## config.mk

```make
export PLATFORM = sky130hd
export DESIGN_NAME = disp_seq
export DESIGN_NICKNAME = d
export VERILOG_FILES = /design/src/rtl/disp_pkg.sv /design/src/rtl/disp_pulse_timer.sv /design/src/rtl/disp_seq.sv
export SDC_FILE = /design/constraint.sdc
export NUM_CORES = 1
export LEC_CHECK = 0
export BUFFER_PORTS_ARGS = -buffer_cell sky130_fd_sc_hd__buf_2
export CORE_MARGIN = 2
export CORE_UTILIZATION = 53
export CTS_CLUSTER_DIAMETER = 80
export DETAILED_ROUTE_END_ITERATION = 8
export HOLD_SLACK_MARGIN = 0.05
export PLACE_DENSITY = 0.75
export SLEW_MARGIN = 25
export SYNTH_ARGS = -nofsm -noshare
export SYNTH_HDL_FRONTEND = slang
export SYNTH_SLANG_ARGS = --single-unit
```

## constraint.sdc

```tcl
create_clock -name IN_CLK -period 2.3 [get_ports IN_CLK]
set_clock_uncertainty 0.1 [all_clocks]
set_input_delay 0.345 -clock IN_CLK [delete_from_list [all_inputs] [get_ports IN_CLK]]
set_output_delay 0.345 -clock IN_CLK [all_outputs]
set_load 0.01 [all_outputs]
```

## src/rtl/disp_pkg.sv

```systemverilog
// rtl/disp_pkg.sv - shared state encoding and default timing for the display sequencer
package disp_pkg;

  localparam int DEF_H_BYTES    = 120;
  localparam int DEF_V_LINES    = 240;
  localparam int DEF_LP_WIDTH   = 4;
  localparam int DEF_BLANK_CLKS = 8;
  localparam int TMR_W          = 8;

  typedef enum logic [2:0] {
    ST_IDLE,
    ST_WAIT_VS,
    ST_ACTIVE,
    ST_HOLD,
    ST_LATCH,
    ST_BLANK
  } disp_state_t;

  // 76800 px mod 9 = 3, so the RGB start phase advances by one third per frame.
  function automatic logic [1:0] next_phase(input logic [1:0] p);
    return (p == 2'd2) ? 2'd0 : p + 2'd1;
  endfunction

endpackage

```

## src/rtl/disp_pulse_timer.sv

```systemverilog
// rtl/disp_pulse_timer.sv - loadable down-counter timing the latch and blank intervals
module disp_pulse_timer
  import disp_pkg::*;
(
  input  logic             clk,
  input  logic             resetn,
  input  logic             load,
  input  logic [TMR_W-1:0] load_val,
  output logic             done
);

  logic [TMR_W-1:0] cnt;

  always_ff @(posedge clk) begin
    if (!resetn) begin
      cnt <= '0;
    end else if (load) begin
      cnt <= load_val;
    end else if (cnt != '0) begin
      cnt <= cnt - TMR_W'(1);
    end
  end

  // A load of N keeps the caller in its state for N clocks; done marks the last one.
  assign done = (cnt == TMR_W'(1));

endmodule

```

## src/rtl/disp_seq.sv

```systemverilog
// rtl/disp_seq.sv - byte-paced line/frame sequencer for a 3-bit RGB panel converter
module disp_seq
  import disp_pkg::*;
#(
  parameter int H_BYTES    = DEF_H_BYTES,
  parameter int V_LINES    = DEF_V_LINES,
  parameter int LP_WIDTH   = DEF_LP_WIDTH,
  parameter int BLANK_CLKS = DEF_BLANK_CLKS
) (
  input  logic       IN_CLK,
  input  logic       IN_RST_N,
  input  logic       IN_EN,
  input  logic       IN_VSYNC,
  input  logic       IN_VALID,
  input  logic [7:0] IN_DATA,
  input  logic       IN_ERR_CLR,
  output logic       OUT_READY,
  output logic [7:0] OUT_DATA,
  output logic       OUT_CONV_CP,
  output logic       OUT_CONV_LINE,
  output logic       OUT_LP,
  output logic       OUT_FLM,
  output logic       OUT_M,
  output logic [1:0] OUT_PHASE,
  output logic       OUT_BUSY,
  output logic       OUT_ERR
);

  localparam int BYTE_W = $clog2(H_BYTES + 1);
  localparam int LINE_W = (V_LINES > 1) ? $clog2(V_LINES) : 1;

  disp_state_t       state;
  logic [BYTE_W-1:0] byte_cnt;
  logic [LINE_W-1:0] line_cnt;
  logic              tmr_load;
  logic              tmr_done;
  logic [TMR_W-1:0]  tmr_val;
  logic              resync;
  logic              line_full;
  logic              last_line;
  logic              blank_end;

  assign resync    = IN_VSYNC && (state inside {ST_ACTIVE, ST_HOLD, ST_LATCH, ST_BLANK});
  assign line_full = (byte_cnt == BYTE_W'(H_BYTES));
  assign last_line = (line_cnt == LINE_W'(V_LINES - 1));
  // With no blank interval the end of the latch pulse doubles as the end of blank.
  assign blank_end = tmr_done &&
                     ((state == ST_BLANK) || ((state == ST_LATCH) && (BLANK_CLKS == 0)));
  assign tmr_load  = ((state == ST_HOLD) && line_full) || ((state == ST_LATCH) && tmr_done);
  assign tmr_val   = (state == ST_HOLD) ? TMR_W'(LP_WIDTH) : TMR_W'(BLANK_CLKS);

  disp_pulse_timer u_timer (
    .clk      (IN_CLK),
    .resetn   (IN_RST_N),
    .load     (tmr_load),
    .load_val (tmr_val),
    .done     (tmr_done)
  );

  always_ff @(posedge IN_CLK) begin
    if (!IN_RST_N) begin
      state         <= ST_IDLE;
      byte_cnt      <= '0;
      line_cnt      <= '0;
      OUT_DATA      <= 8'h00;
      OUT_READY     <= 1'b0;
      OUT_CONV_CP   <= 1'b0;
      OUT_CONV_LINE <= 1'b1;
      OUT_LP        <= 1'b0;
      OUT_FLM       <= 1'b0;
      OUT_M         <= 1'b0;
      OUT_PHASE     <= 2'd0;
      OUT_BUSY      <= 1'b0;
      OUT_ERR       <= 1'b0;
    end else begin
      OUT_READY     <= 1'b0;
      OUT_CONV_CP   <= 1'b0;
      OUT_CONV_LINE <= 1'b0;
      OUT_LP        <= 1'b0;
      OUT_FLM       <= 1'b0;

      if (resync) begin
        OUT_ERR <= 1'b1;
      end else if (IN_ERR_CLR) begin
        OUT_ERR <= 1'b0;
      end

      if (resync) begin
        // Restart the frame and flush the converter; polarity and phase are kept.
        state         <= ST_ACTIVE;
        byte_cnt      <= '0;
        line_cnt      <= '0;
        OUT_READY     <= 1'b1;
        OUT_CONV_LINE <= 1'b1;
      end else if (blank_end) begin
        if (!last_line) begin
          line_cnt  <= line_cnt + LINE_W'(1);
          state     <= ST_ACTIVE;
          OUT_READY <= 1'b1;
        end else begin
          line_cnt  <= '0;
          OUT_M     <= ~OUT_M;
          OUT_PHASE <= next_phase(OUT_PHASE);
          OUT_BUSY  <= 1'b0;
          state     <= IN_EN ? ST_WAIT_VS : ST_IDLE;
        end
      end else begin
        case (state)
          ST_IDLE: begin
            if (IN_EN) state <= ST_WAIT_VS;
          end
          ST_WAIT_VS: begin
            if (!IN_EN) begin
              state <= ST_IDLE;
            end else if (IN_VSYNC) begin
              state     <= ST_ACTIVE;
              byte_cnt  <= '0;
              line_cnt  <= '0;
              OUT_READY <= 1'b1;
              OUT_BUSY  <= 1'b1;
            end
          end
          ST_ACTIVE: begin
            if (IN_VALID) begin
              OUT_DATA    <= IN_DATA;
              OUT_CONV_CP <= 1'b1;
              byte_cnt    <= byte_cnt + BYTE_W'(1);
              state       <= ST_HOLD;
            end else begin
              OUT_READY <= 1'b1;
            end
          end
          ST_HOLD: begin
            if (line_full) begin
              byte_cnt      <= '0;
              state         <= ST_LATCH;
              OUT_LP        <= 1'b1;
              OUT_CONV_LINE <= 1'b1;
              OUT_FLM       <= (line_cnt == '0);
            end else begin
              state     <= ST_ACTIVE;
              OUT_READY <= 1'b1;
            end
          end
          ST_LATCH: begin
            if (tmr_done) begin
              state <= ST_BLANK;
            end else begin
              OUT_LP        <= 1'b1;
              OUT_CONV_LINE <= 1'b1;
              OUT_FLM       <= (line_cnt == '0);
            end
          end
          ST_BLANK: begin
          end
          default: state <= ST_IDLE;
        endcase
      end
    end
  end

endmodule

```

==> results_dict.tcl, run 1 <==
set metrics [dict create \
    status "finished, final reports clean" \
    ys.warnings.count 0 \
    wl_per_cell_um 13.1 \
    final-max-slew-violation-count 0 \
    dieArea_mm2 0.00473 \
    synth_seq_cells 44 \
    regArea_um2 881 \
    avgSynthCellArea_um2 8.71 \
    gr-total-overflow 0 \
    antennaDiodeCount 0 \
    finalSetupViolations 0 \
    postCtsResizedCells 0 \
    finalNonFillerCells 344 \
    end_kind "flop" \
    drive_gt1_share_pct 19.4 \
    synth_cells 255 \
    drv_cap 0 \
    critical_path_class "flop to flop" \
    die_h_um 68.8 \
    port_buffers 31 \
    cp_slowest_cell "a311oi_4" \
    rows 23 \
    critPathMaxStageDelay_ns 0.44 \
    p_per_area_mw_per_mm2 940 \
    synth-main-ff-cell "dfxtp_1" \
    cts_hold_buf 0 \
    start_util_pct 55.2 \
    cts_made_buffers 5 \
    synth.cell_area_mm2 0.00222 \
    grt_antenna_before_repair 0 \
    worst_hold_slack_ns 0.194 \
    finalSetupTns_ns 0 \
    gp_congestion 0.868 \
    nFillCells 366 \
    grt_max_degree 18 \
    fin_nets 315 \
    dp_hpwl_um 3390 \
    crit_chain "inv_1 > ha_1 > and4b_1 > and3_1 > a311oi_4 > nand2_1 > a32o_1" \
    grt_use_met2_pct 32.5 \
    drc 0 \
    clk_pin_slew_ns 0.09 \
    crit_required_ns 2.39 \
    gr-usage-all-layers_pct 20.6 \
    async_flop_share_pct 0 \
    finalInstanceArea_mm2 0.00259 \
    die_w_um 68.8 \
    cp.arrival_ns 2.21 \
    post-place-cells 336 \
    vias 1902 \
    cts_max_path_buffers 2 \
    wl_um 4510 \
    slew_headroom_pct 59.9 \
    fin_util_pct 64.3 \
    cts_max_level 2 \
    grt_pass1_wl_um 7310 \
    met3_usage_pct 4.38 \
    viasPerCell 5.53 \
    finalWorstPathRequiredPeriod_ns 2.12 \
    cts_tree "yes" \
    rr_worst_depth 7 \
    synth_cell_types 47 \
    ant_nets 0 \
    p_leak_uw 0.00108 \
    multi_input_area_mm2 0.00127 \
    root_buffer "clkbuf_8" \
    layout_worst_path_cycle_share_pct 92.3 \
    synth_edf_count 0 \
    min_path_type "primary input to flop" \
    met1_usage_pct 28.6 \
    core_area_mm2 0.00403 \
    ys_seq_area_share_pct 39.6 \
    clk_latency_ns 0.30 \
    io_pins 32 \
    cts_setup_buffers 0 \
    worstMarginPinSlew_ns 0.585 \
    grt.busiest_layer "met2" \
    critPathLaunchType "flop" \
    cts.sinks 44 \
    syn2layout_area_growth_pct 16.6 \
    cp_max_fo 8 \
    fmax_mhz 471 \
    grt_pass1_vias 1633 \
    drt_iter0_drc 63 \
    hold_depth 3 \
    rsz0062_at_grt "false" \
    mappedNetlistNets 277 \
    drtPass1Iterations 4 \
    ir_worst_vdd_uv 504 \
    hold_violations 0 \
    dpl_cell_area_mm2 0.00247 \
]
## report_power, final
part	internal, uW	total, uW	leakage [uW]	switching (uW)
Combinational	378	868	0.000666	490
Clock	327	603	0.0000583	276
Sequential	859	964	0.000358	105
Total	1560	2440	0.00108	871
## cells in the mapped netlist, types with 3 or more instances
master	count	area (um^2)
a21boi_0	3	22.5
mux2i_1	14	140
xor2_1	6	52.6
dfxtp_1	44	881
nor2_1	23	86.3
a21oi_1	12	60.1
nor2b_1	11	68.8
o21ai_0	7	35.0
nand3_1	15	75.1
o22ai_1	3	18.8
o31ai_1	3	22.5
xnor2_1	3	26.3
clkbuf_1	7	26.3
ha_1	8	100
nor3_1	9	45.0
and3_1	6	37.5
nand2b_1	3	18.8
nand2_1	23	86.3
nand4_1	5	31.3
and2_1	4	25.0
inv_1	9	33.8
a211oi_1	3	22.5
## stage by stage
step                      power (uW)  worst slack, ns
after floorplan                 1620            0.235
after global placement          1820            0.253
after detailed placement        1840            0.195
after CTS                       2450            0.170
after global routing            2600           0.0726
final                           2440            0.177
## metal layers
metal  part of all wire, %  wire, um
met5                     0         0
met4                   1.1        50
met3                   3.6       161
met2                    46      2090
met1                    49      2210
## cells by family after synthesis
family                     after synthesis  synth area share (%)
xor gates and xnor gates                 9                  3.55
AOI/OAI and AO/OA                       44                  14.0
DFF                                     44                  39.6
adders and majority gates                8                  4.50
buffers and inverters                   18                  3.27
muxes                                   14                  6.31
and+or+nand+nor                        118                  28.8
## final timing paths
| path | startpoint | end | slack, ns |
|---|---|---|---|
| min reg2reg | OUT_PHASE[0] | OUT_PHASE[0] | 0.38 |
| max reg2reg | u_timer.cnt[1] | byte_cnt[3] | 0.18 |
| min | IN_DATA[5] | OUT_DATA[5] | 0.19 |
| max | u_timer.cnt[1] | byte_cnt[3] | 0.18 |
## registers in the layout, summed over array words and instances, names as in the netlist
register	cells
OUT_ERR	1
u_timer.cnt	8
OUT_M	1
OUT_LP	1
state	3
OUT_FLM	1
line_cnt	8
OUT_BUSY	1
OUT_READY	1
OUT_CONV_LINE	1
OUT_DATA	8
byte_cnt	7
OUT_CONV_CP	1
OUT_PHASE	2
## critical path: cells and delay by family (launching register included)
| kind | cells | cell delay (ns) |
|---|---|---|
| AO/OA/AOI/OAI | 2 | 0.70 |
| buffers and inverters | 1 | 0.10 |
| adder cells (fa/ha/maj) | 1 | 0.21 |
| AND/OR/NAND/NOR | 3 | 0.52 |
| flip-flops | 1 | 0.38 |
## final cells by class
| type | count | area share [%] |
|---|---|---|
| clock buffer | 5 | 2.66 |
| clock inverter | 3 | 1.84 |
| inverter | 9 | 1.30 |
| multi-input combinational | 193 | 49.2 |
| sequential | 44 | 34.0 |
| tap | 50 | 2.42 |
| timing repair buffer | 40 | 8.60 |
## placed cells by master, fill, tap and decap left out, types with 3 or more instances in the layout
master / count
dfxtp_1: 44
buf_2: 31
nand2_1: 23
nor2_1: 23
nand3_1: 15
mux2i_1: 14
a21oi_1: 12
nor2b_1: 11
inv_1: 9
buf_4: 9
nor3_1: 8
ha_1: 8
o21ai_0: 7
and3_1: 6
xor2_1: 6
nand4_1: 5
clkbuf_8: 5
and2_1: 4
nand2b_1: 3
nor3_2: 3
o31ai_1: 3
a211oi_1: 3
xnor2_1: 3
a21boi_0: 3
o22ai_1: 3
(Power assumes the default switching activity.)
==> run 2: changes to the inputs <==
Settings changed: SETUP_SLACK_MARGIN set to 0.5.
==> results_dict.tcl, run 2 (synthesized netlist as in run 1, its figures left out) <==
set metrics [dict create \
    hold_depth 3 \
    ir_worst_vdd_uv 598 \
    start_util_pct 55.2 \
    worst_hold_slack_ns 0.194 \
    drt_iter0_drc 141 \
    die_w_um 68.8 \
    core_area_mm2 0.00403 \
    dieArea_mm2 0.00473 \
    crit_path_end "OUT_PHASE[1]" \
    cp.arrival_ns 2.00 \
    fin_util_pct 72.7 \
    gp_congestion 0.814 \
    clk_latency_ns 0.30 \
    grt_max_degree 17 \
    rows 23 \
    critical_path_class "flop to flop" \
    finalSetupViolations 0 \
    drc 0 \
    rr_worst_depth 7 \
    wl_um 5190 \
    worstMarginPinSlew_ns 0.502 \
    nFillCells 304 \
    gr-usage-all-layers_pct 22.6 \
    cts_tree "yes" \
    reg2reg_slack_ns 0.44 \
    die_h_um 68.8 \
    dp_hpwl_um 3390 \
    drive_gt1_share_pct 33.2 \
    critPathMaxStageDelay_ns 0.40 \
    p_per_area_mw_per_mm2 998 \
    layout_worst_path_cycle_share_pct 81.1 \
    finalSetupTns_ns 0 \
    most-common-layout-cells "37 x dfxtp_1, 31 x buf_2, 22 x nand2_1" \
    gr-total-overflow 0 \
    p_leak_uw 0.00119 \
    clk_pin_slew_ns 0.08 \
    min_from "IN_DATA[2]" \
    vias 2040 \
    r2r_end "OUT_PHASE[1]" \
    reg2reg_from "state[2]" \
    crit_chain "inv_2 > ha_1 > nand2b_4 > buf_4 > nand3_4 > or3b_1 > a21boi_1" \
    cts.sinks 44 \
    finalWorstPathRequiredPeriod_ns 1.86 \
    fmax_mhz 536 \
    grt_pass1_wl_um 7960 \
    wl_per_cell_um 14.6 \
    syn2layout_area_growth_pct 31.8 \
    cp_slowest_cell "dfxtp_4" \
    cts_made_buffers 5 \
    slew_headroom_pct 66.3 \
    cts_hold_buf 0 \
    io_pins 32 \
    finalInstanceArea_mm2 0.00293 \
    final_common_cell "dfxtp_1" \
    end_kind "flop" \
    antennaDiodeCount 0 \
    drtPass1Iterations 6 \
    final-max-slew-violation-count 0 \
    cp_max_fo 6 \
    root_buffer "clkbuf_8" \
    largestRegisters "OUT_DATA (8), line_cnt (8), u_timer.cnt (8)" \
    finalNonFillerCells 354 \
    grt_antenna_before_repair 0 \
    fin_nets 325 \
    port_buffers 31 \
    drv_cap 0 \
    grt_pass1_vias 1769 \
    cts_max_level 2 \
    status "finished, final reports clean" \
    post-place-cells 332 \
    min_path_type "primary input to flop" \
    viasPerCell 5.76 \
    cts_max_path_buffers 2 \
    crit_required_ns 2.44 \
    critPathLaunchType "flop" \
    dpl_cell_area_mm2 0.00246 \
    rsz0062_at_grt "true" \
    hold_violations 0 \
    crit_start "state[2]" \
    ant_nets 0 \
]
run 2: changes by cell type in the layout (fill, tap and decap cells not counted), moves of 3 or more:
cell     before  now
nor2_1       23   20
nor3_4        0    4
dfxtp_4       0    3
dfxtp_1      44   37
dfxtp_2       0    4
buf_4         9   18
nor3_2        3    0
inv_1         9    5
inv_2         0    3
run 2: through the flow:
step           setup slack (ns)  total power [uW]
6_report                  0.436              2920
5_1_grt                   0.352              3090
4_1_cts                   0.437              2800
3_5_place_dp              0.219              1840
3_3_place_gp              0.255              1830
2_1_floorplan             0.443              1650
run 2: worst min path at each step:
stage	endpoint	slack, ns
floorplan	u_timer.cnt[4]	0.36
detailed placement	OUT_PHASE[1]	0.37
global route	OUT_DATA[2]	0.20
finish	OUT_DATA[2]	0.19
global placement	OUT_PHASE[1]	0.36
CTS	OUT_DATA[0]	0.19
run 2: worst max-delay path: cells and delay by family, from the launching register on:
kind                       cells  cell delay (ns)
buffers and inverters          2             0.22
AOI/OAI and AO/OA              1             0.14
DFF                            1             0.40
adders and majority gates      1             0.29
and+or+nand+nor                3             0.65
run 2: area by class of cell:
type / count / area [um^2] / share of cell area [%]
multi-input combinational: 193 / 1460 / 50.0
sequential: 44 / 897 / 30.6
timing repair buffer: 50 / 310 / 10.6
clock inverter: 3 / 90.1 / 3.08
clock buffer: 5 / 68.8 / 2.35
tap: 50 / 62.6 / 2.14
inverter: 9 / 36.3 / 1.24
run 2: per-layer routing:
layer  part of all wire (%)  global-route usage (%)  wire [um]  vias to the layer above
met4                    1.9                    9.80         97                        0
met1                     41                    26.4       2130                      966
met5                      0                       0          0                        -
li1                       -                       -          -                     1004
met2                     52                    39.1       2680                       58
met3                    5.4                    5.52        281                       12
run 2: what timing repair did:
action                                  CTS  global route
setup buffers                            11             3
pin swaps                                 4             6
gates resized for setup                  29            20
endpoints found under the setup margin   27            28
run 2: report_power, final:
| part | internal, uW | switching (uW) |
|---|---|---|
| Combinational | 521 | 600 |
| Clock | 543 | 265 |
| Sequential | 869 | 126 |
| Total | 1930 | 990 |
==> run 3: changes to the inputs <==
Settings changed: CORE_UTILIZATION 53 to 51.
Clock period 2.3 ns to 1.7 ns, I/O delays scaled along.
==> results_dict.tcl, run 3 (synthesized netlist as in run 1, its figures left out) <==
set metrics [dict create \
    status "finished, violations left" \
    violations "setup timing" \
    ant_nets 0 \
    core_area_mm2 0.00426 \
    crit_chain "buf_6 > inv_4 > ha_4 > nand2b_4 > nand2_4 > buf_4 > nor3_1 > a32o_1" \
    finalInstanceArea_mm2 0.00356 \
    cp_max_fo 7 \
    cts_max_level 2 \
    wl_um 7190 \
    worstMarginPinSlew_ns 0.374 \
    fmax_mhz 545 \
    worst_hold_slack_ns 0.0977 \
    power_uw 4870 \
    intPower_uw 3130 \
    cts.sinks 44 \
    cts_tree "yes" \
    combPwrFrac_pct 49.4 \
    fin_util_pct 83.5 \
    grt_pass1_vias 2344 \
    critical_path_class "flop to flop" \
    dieArea_mm2 0.00490 \
    min_path_type "primary input to flop" \
    gr-usage-all-layers_pct 28.7 \
    switching_share_pct 35.8 \
    clk_pin_slew_ns 0.10 \
    finalWorstPathRequiredPeriod_ns 1.84 \
    crit_family "simple AND/OR/NAND/NOR gates" \
    final_common_cell "buf_4" \
    drv_cap 0 \
    gr-total-overflow 0 \
    dpl_cell_area_mm2 0.00292 \
    most-common-layout-cells "49 x buf_4, 31 x buf_2, 29 x dfxtp_1" \
    ir_worst_vdd_uv 976 \
    clk_latency_ns 0.32 \
    io_pins 32 \
    syn2layout_area_growth_pct 60.2 \
    critPathMaxStageDelay_ns 0.40 \
    start_util_pct 52.1 \
    slew_headroom_pct 74.7 \
    end_kind "flop" \
    root_buffer "clkbuf_8" \
    viasPerCell 5.94 \
    dp_hpwl_um 3990 \
    cts_made_buffers 5 \
    wl_met2_um 3810 \
    drt_iter0_drc 169 \
    final-max-slew-violation-count 0 \
    die_h_um 70.0 \
    routed.top_layer "met4" \
    p_clk_share_pct 23.3 \
    grt_antenna_before_repair 0 \
    vias 2395 \
    nFillCells 239 \
    port_buffers 31 \
    post-place-cells 376 \
    path_buf_inv 3 \
    crit_required_ns 1.87 \
    setup_slack_ns -0.136 \
    wl_per_cell_um 17.8 \
    power_frac_seq_pct 27.2 \
    drive_gt1_share_pct 53.3 \
    layout_worst_path_cycle_share_pct 108 \
    gp_congestion 0.886 \
    cts_max_path_buffers 2 \
    rsz0062_at_grt "true" \
    met3_wirelength_um 309 \
    p_switching_uw 1740 \
    largestRegisters "OUT_DATA (8), line_cnt (8), u_timer.cnt (8)" \
    critPathLaunchType "flop" \
    hold_violations 0 \
    drc 0 \
    cp_slowest_cell "dfxtp_4" \
    grt_max_degree 16 \
    cts_hold_buf 0 \
    grt_pass1_wl_um 11000 \
    cp.arrival_ns 2.01 \
    fin_nets 372 \
    p_leak_uw 0.00149 \
    die_w_um 70.0 \
    p_per_area_mw_per_mm2 1370 \
    finalNonFillerCells 403 \
    wl_met1_um 2870 \
    finalSetupViolations 15 \
    rows 24 \
    antennaDiodeCount 0 \
    drtPass1Iterations 5 \
]
-- run 3: cell types whose count changed in the layout (fill, tap and decap cells not counted), sizes merged --
cell	change
buf	+46
and2	+1
-- run 3: timing repair --
action	4_1_cts	5_1_grt
buffers inserted	14	4
gates cloned	1	0
pin swaps	26	18
endpoints found under the setup margin	44	48
gates resized for setup	54	28
-- run 3: worst min-delay path: stages --
cell     delay, ns
buf_2         0.08
mux2i_1       0.05
nor2b_1       0.09
-- run 3: final timing paths --
path / startpoint / endpoint / slack [ns] / cells past startpoint
setup / recovery: state[2] / byte_cnt[3] / -0.14 / 8
hold / removal: IN_DATA[7] / OUT_DATA[7] / 0.1 / 3
setup reg to reg: state[2] / byte_cnt[3] / -0.14 / 8
hold reg to reg: OUT_PHASE[0] / OUT_PHASE[0] / 0.37 / 2
-- run 3: per-layer routing --
layer	up-vias	track usage (%)
met3	22	7.22
met1	1167	31.5
met2	104	49.1
met4	0	18.2
met5	-	0
li1	1102	-
-- run 3: layout make-up --
cell class	count	area [um^2]	share of cell area, %
Clock buffer	5	68.8	1.93
Clock inverter	3	90.1	2.53
Inverter	9	38.8	1.09
Multi-Input combinational cell	194	1680	47.1
Sequential cell	44	907	25.5
Tap cell	52	65.1	1.83
Timing Repair Buffer	96	712	20.0
-- run 3: power groups by stage --
stage | Combinational [uW] | Sequential, uW | Clock, uW
final | 2410 | 1330 | 1140
after global placement | 1700 | 1290 | 0
after global routing | 2560 | 1340 | 1170
after floorplan | 1100 | 1330 | 0
after detailed placement | 1730 | 1310 | 0
after CTS | 2030 | 1310 | 1130
-- run 3: metrics by stage --
step	worst slack (ns)	setup TNS, ns
2_1_floorplan	-0.156	-0.320
3_3_place_gp	-0.125	-1.01
3_5_place_dp	-0.187	-2.01
4_1_cts	-0.0842	-0.376
5_1_grt	-0.199	-2.34
6_report	-0.136	-1.06
